--- src/rtl/sonic_tx_gearbox_66to40.sv ---
// 64b/66b transmit gearbox: optional self-synchronous payload scrambling, then
// packing of 66-bit blocks into a continuous 40-bit transceiver word stream.
module sonic_tx_gearbox_66to40 #(
  parameter bit          SCRAMBLE = 1'b1,
  parameter logic [57:0] SCR_SEED = 58'h3FF_FFFF_FFFF_FFFF
) (
  input  logic        pld_clk,
  input  logic        local_rstn,
  input  logic [65:0] in_block,
  input  logic        in_valid,
  output logic        in_ready,
  output logic [39:0] tx_data,
  output logic        tx_valid,
  output logic [6:0]  fill_level,
  output logic [15:0] underrun_cnt,
  output logic [15:0] hdr_err_cnt
);
  localparam int unsigned BUF_W = 106;

  logic [BUF_W-1:0] r_buf;
  logic [6:0]       r_fill;
  logic [39:0]      r_tx_data;
  logic             r_tx_valid;
  logic             r_primed;
  logic [15:0]      r_urun;
  logic [15:0]      r_herr;
  logic [57:0]      r_scr;

  logic             w_out;
  logic             w_acc;
  logic             w_hdr_bad;
  logic [6:0]       w_fill_after;
  logic [6:0]       w_fill_nxt;
  logic [65:0]      w_blk;
  logic [57:0]      w_scr_nxt;
  logic [BUF_W-1:0] w_buf_nxt;

  assign w_out        = (r_fill >= 7'd40);
  assign w_fill_after = w_out ? (r_fill - 7'd40) : r_fill;
  assign in_ready     = (w_fill_after <= 7'd40);
  assign w_acc        = in_valid & in_ready;
  assign w_hdr_bad    = (in_block[1] == in_block[0]);
  assign w_fill_nxt   = w_acc ? (w_fill_after + 7'd66) : w_fill_after;

  // ext[57:0] is the history (ext[57] newest); ext[58+i] is scrambled bit i.
  always_comb begin : scrambler
    logic [121:0] ext;
    ext = {64'b0, r_scr};
    for (int i = 0; i < 64; i++)
      ext[58+i] = in_block[2+i] ^ ext[19+i] ^ ext[i];
    w_scr_nxt = ext[121:64];
    w_blk     = SCRAMBLE ? {ext[121:58], in_block[1:0]} : in_block;
  end

  // Bits above fill are always zero, so the new block can simply be OR-ed in.
  always_comb begin
    w_buf_nxt = w_out ? (r_buf >> 40) : r_buf;
    if (w_acc)
      w_buf_nxt = w_buf_nxt | ({40'b0, w_blk} << w_fill_after);
  end

  always_ff @(posedge pld_clk or negedge local_rstn) begin
    if (!local_rstn) begin
      r_buf      <= '0;
      r_fill     <= '0;
      r_tx_data  <= '0;
      r_tx_valid <= 1'b0;
      r_primed   <= 1'b0;
      r_urun     <= '0;
      r_herr     <= '0;
      r_scr      <= SCR_SEED;
    end else begin
      r_buf      <= w_buf_nxt;
      r_fill     <= w_fill_nxt;
      r_tx_data  <= w_out ? r_buf[39:0] : 40'b0;
      r_tx_valid <= w_out;
      if (w_out)
        r_primed <= 1'b1;
      if (r_primed && !w_out && (r_urun != 16'hFFFF))
        r_urun <= r_urun + 16'd1;
      if (w_acc && w_hdr_bad && (r_herr != 16'hFFFF))
        r_herr <= r_herr + 16'd1;
      if (w_acc && SCRAMBLE)
        r_scr <= w_scr_nxt;
    end
  end

  assign tx_data      = r_tx_data;
  assign tx_valid     = r_tx_valid;
  assign fill_level   = r_fill;
  assign underrun_cnt = r_urun;
  assign hdr_err_cnt  = r_herr;

endmodule

--- config.mk ---
export PLATFORM = sky130hd
export DESIGN_NAME = sonic_tx_gearbox_66to40
export DESIGN_NICKNAME = d
export VERILOG_FILES = /design/src/rtl/sonic_tx_gearbox_66to40.sv
export SDC_FILE = /design/constraint.sdc
export NUM_CORES = 1
export LEC_CHECK = 0
export ABC_AREA = 1
export BUFFER_PORTS_ARGS = -buffer_cell sky130_fd_sc_hd__buf_2
export CORE_AREA = 2 2 174 176
export CTS_CLUSTER_DIAMETER = 60
export DETAILED_ROUTE_END_ITERATION = 8
export DIE_AREA = 0 0 176 178
export PLACE_DENSITY = 0.89
export SYNTH_ARGS = -nofsm -noshare
export SYNTH_HDL_FRONTEND = slang
export SYNTH_SLANG_ARGS = --single-unit
--- constraint.sdc ---
create_clock -name pld_clk -period 3.2 [get_ports pld_clk]
set_clock_uncertainty 0.1 [all_clocks]
set_input_delay 0.16 -clock pld_clk [delete_from_list [all_inputs] [get_ports pld_clk]]
set_output_delay 0.16 -clock pld_clk [all_outputs]
set_load 0.005 [all_outputs]
==> qor.txt <==
Simple-Gate Fraction of Synth Area: 39.8%
XOR/XNOR Fraction of Synth Area: 5.41%
vias in the first global route: 16600
hold path start: in_block[33]
Crit path top cell by count: inv_1
clk buf depth: 3
vias per cell: 6.05
Inst Count DP: 2801
largest family of logic cells by synthesized area: simple AND/OR/NAND/NOR gates
layout cells sized above 1: 12.8%
Fillers: 2576
Hold WS: 0.0150 ns
Hold Vio Cnt, Final: 0
hpwl dp: 43.5 mm
I/O pins: 150
worst-margin pin slew: 1.04 ns
mux cell area share after synthesis: 0.508%
status: finished, final reports clean
slew margin rel.: 30.6%
Gate Count Post-Synth: 2357
CP Cell Sequence: inv_1 > ha_1 > inv_1 > nand2_1 > nand3_4 > nand3_1 > inv_1 > a21oi_1 > nand2_1 > nor2_4 > buf_12 > nand3_1 > o21ai_0
Setup-failing EPs final: 0
CTS tree: built
Slew Viols, Final: 0
synth warn: 0
number of synthesized flops with an enable pin: 0
# Post-CTS Setup Buffers: 0
clock latency on the worst-skew pair: 0.58 ns
Sink Count: 244
post-synthesis compound-gate area fraction: 7.48%
clk root buf: clkbuf_16
Unique masters post-synth: 36
GR Overflow Total: 0
Final #Nets: 2544
Worst path slowest cell: dfrtp_1
largest area contributor in the netlist: dfrtp_1
CP peak stage delay: 0.43 ns
post-route minimum period: 3.10 ns
CP max FO: 109
most frequent cells in the layout: nand2_1 (732), nand3_1 (579), dfrtp_1 (184)
Die Footprint: 31300 sq um
worst r2r path cells: 13
type of the worst setup path: reg2reg
period utilisation layout: 96.8%
Rows: 63
CP arrival: 3.50 ns
n_diodes: 0
reg2reg setup slack: 0.10 ns
Primary FF master, synth: dfrtp_1
GPL Wtd Cong: 1.07
Routed wire per std cell: 20.7 microns
TritonRoute pass-1 iters: 6
WHS Path Cells: 5
syn avg cell area: 6.79 sq um
initial antenna violation count: 0
largest cells by area after synthesis: dfrtp_1 (29%), nand3_1 (18%), nand2_1 (17%)
drt drc: 0
post-synthesis sequential area ratio: 38.6%
Max Fclk: 323 MHz
IO Port Bufs: 148
fin util: 62.8%
Bufs and invs on worst path: 4
Critical Path RT: 3.60 ns
Core Box Area: 29400 sq um
via count: 17400
Die H: 178 microns
Layout area overhead: 15.3%
Layout Cells excl Fill: 2882
first-pass GRT wire length: 93.0 mm
clk slew on worst S/H paths: 0.06 ns
Hold Path End: r_scr[25]$_DFFE_PN1N_
Worst Setup SP: fill_level[3]$_DFF_PN0_
Mapped Nets: 2432
TritonCTS Buffers: 29
crit end category: flop
Initial Util: 54.4%
H-Tree Depth: 1
pin count of the biggest net entering global routing: 111
RSZ-0062 raised after global routing: yes
drt initial violations: 2597
CP top delay family: simple AND/OR/NAND/NOR gates
Synth top area share: 29.1%
die width: 176 microns
Adder-Cell Fraction of Synth Area: 0.469%
Critical Path Start Type: flop
setup TNS: 0 ns
Synth Register Bits: 244
routed wire length: 59.8 mm
r2r startpoint: fill_level[3]$_DFF_PN0_
Post-Syn Area: 16000 sq um
most common cell after layout, fill and taps aside: nand2_1
worst min path class: in2reg
Critical R2R Capture: r_scr[20]$_DFFE_PN1N_
post-route antenna net violation count: 0
Max Cap Viol: 0
ys async rst share: 100%
Total Routing Usage GR: 38.8%
## layer usage
metal,track usage [%],share of wire [%],wire [microns]
met5,0,0,0
met4,19.7,5.6,3330
met3,6.97,11,6660
met2,61.4,45,26800
met1,51.2,39,23000
## worst max path at each step
stage                                   endpoint  cells past startpoint  slack (ns)
global placement           r_scr[22]$_DFFE_PN1N_                     14        0.29
finish                     r_scr[20]$_DFFE_PN1N_                     13        0.10
detailed placement         r_scr[22]$_DFFE_PN1N_                     14        0.17
CTS                        r_scr[22]$_DFFE_PN1N_                     14        0.11
floorplan           underrun_cnt[15]$_DFFE_PN0P_                     16        0.08
global route               r_scr[20]$_DFFE_PN1N_                     13       -0.02
## kinds of logic (layout without fill, tap and decap cells)
family | Yosys count | count (layout)
and+or+nand+nor | 1467 | 1467
muxes | 8 | 8
AOI/OAI and AO/OA | 211 | 211
adders and majority gates | 6 | 6
xor gates and xnor gates | 98 | 98
other | 1 | 1
DFF | 244 | 244
buffers and inverters | 322 | 457
## synth_stat cells (6+ instances only)
master    instances
buf_1            23
mux2i_1           7
nand3_1         579
o221ai_1         23
buf_2            24
a31oi_1          16
inv_1           184
nor3_1            7
ha_1              6
a21oi_1          31
xnor2_1          56
or2_2            14
dfrtp_1         186
nor2_1          106
xor2_1           41
clkbuf_1         80
inv_2             6
nand2_1         732
nand4_1          16
dfstp_2          58
o211ai_1         12
o21ai_0         122
## layout make-up
class	instances	area (sq um)	share of cell area (%)
Multi-Input combinational cell	1791	8610	46.7
Sequential cell	244	6180	33.5
Timing Repair Buffer	209	1430	7.72
Clock buffer	43	828	4.49
Inverter	194	731	3.96
Tap cell	390	488	2.64
Clock inverter	11	190	1.03
## metrics by stage
stage / area, sq um / setup slack (ns)
final: 18500 / 0.104
after global placement: 17200 / 0.288
after floorplan: 16000 / 0.0773
after detailed placement: 17200 / 0.170
after CTS: 18400 / 0.108
after global routing: 18500 / -0.0174
## worst reg2reg max path: cells and delay by family (launching register included)
family                   cells  cell delay, ns
buffers and inverters        4            0.70
AND/OR/NAND/NOR              6            1.27
adder cells (fa/ha/maj)      1            0.22
AO/OA/AOI/OAI                2            0.29
flip-flops                   1            0.43
## repair_timing
action / CTS / global route
resized for setup: 0 / 6
setup endpoints to repair: 0 / 16
hold buffers: 27 / 0
hold endpoints to repair: 106 / 0
## state kept, by name (all words and copies together) (netlist names)
signal,flops
r_primed,1
r_buf,106
tx_valid,1
fill_level,6
hdr_err_cnt,16
tx_data,40
underrun_cnt,16
r_scr,58
Power is not shown: default switching activity piles up to over one toggle a cycle in this logic, so the estimate is an artifact.
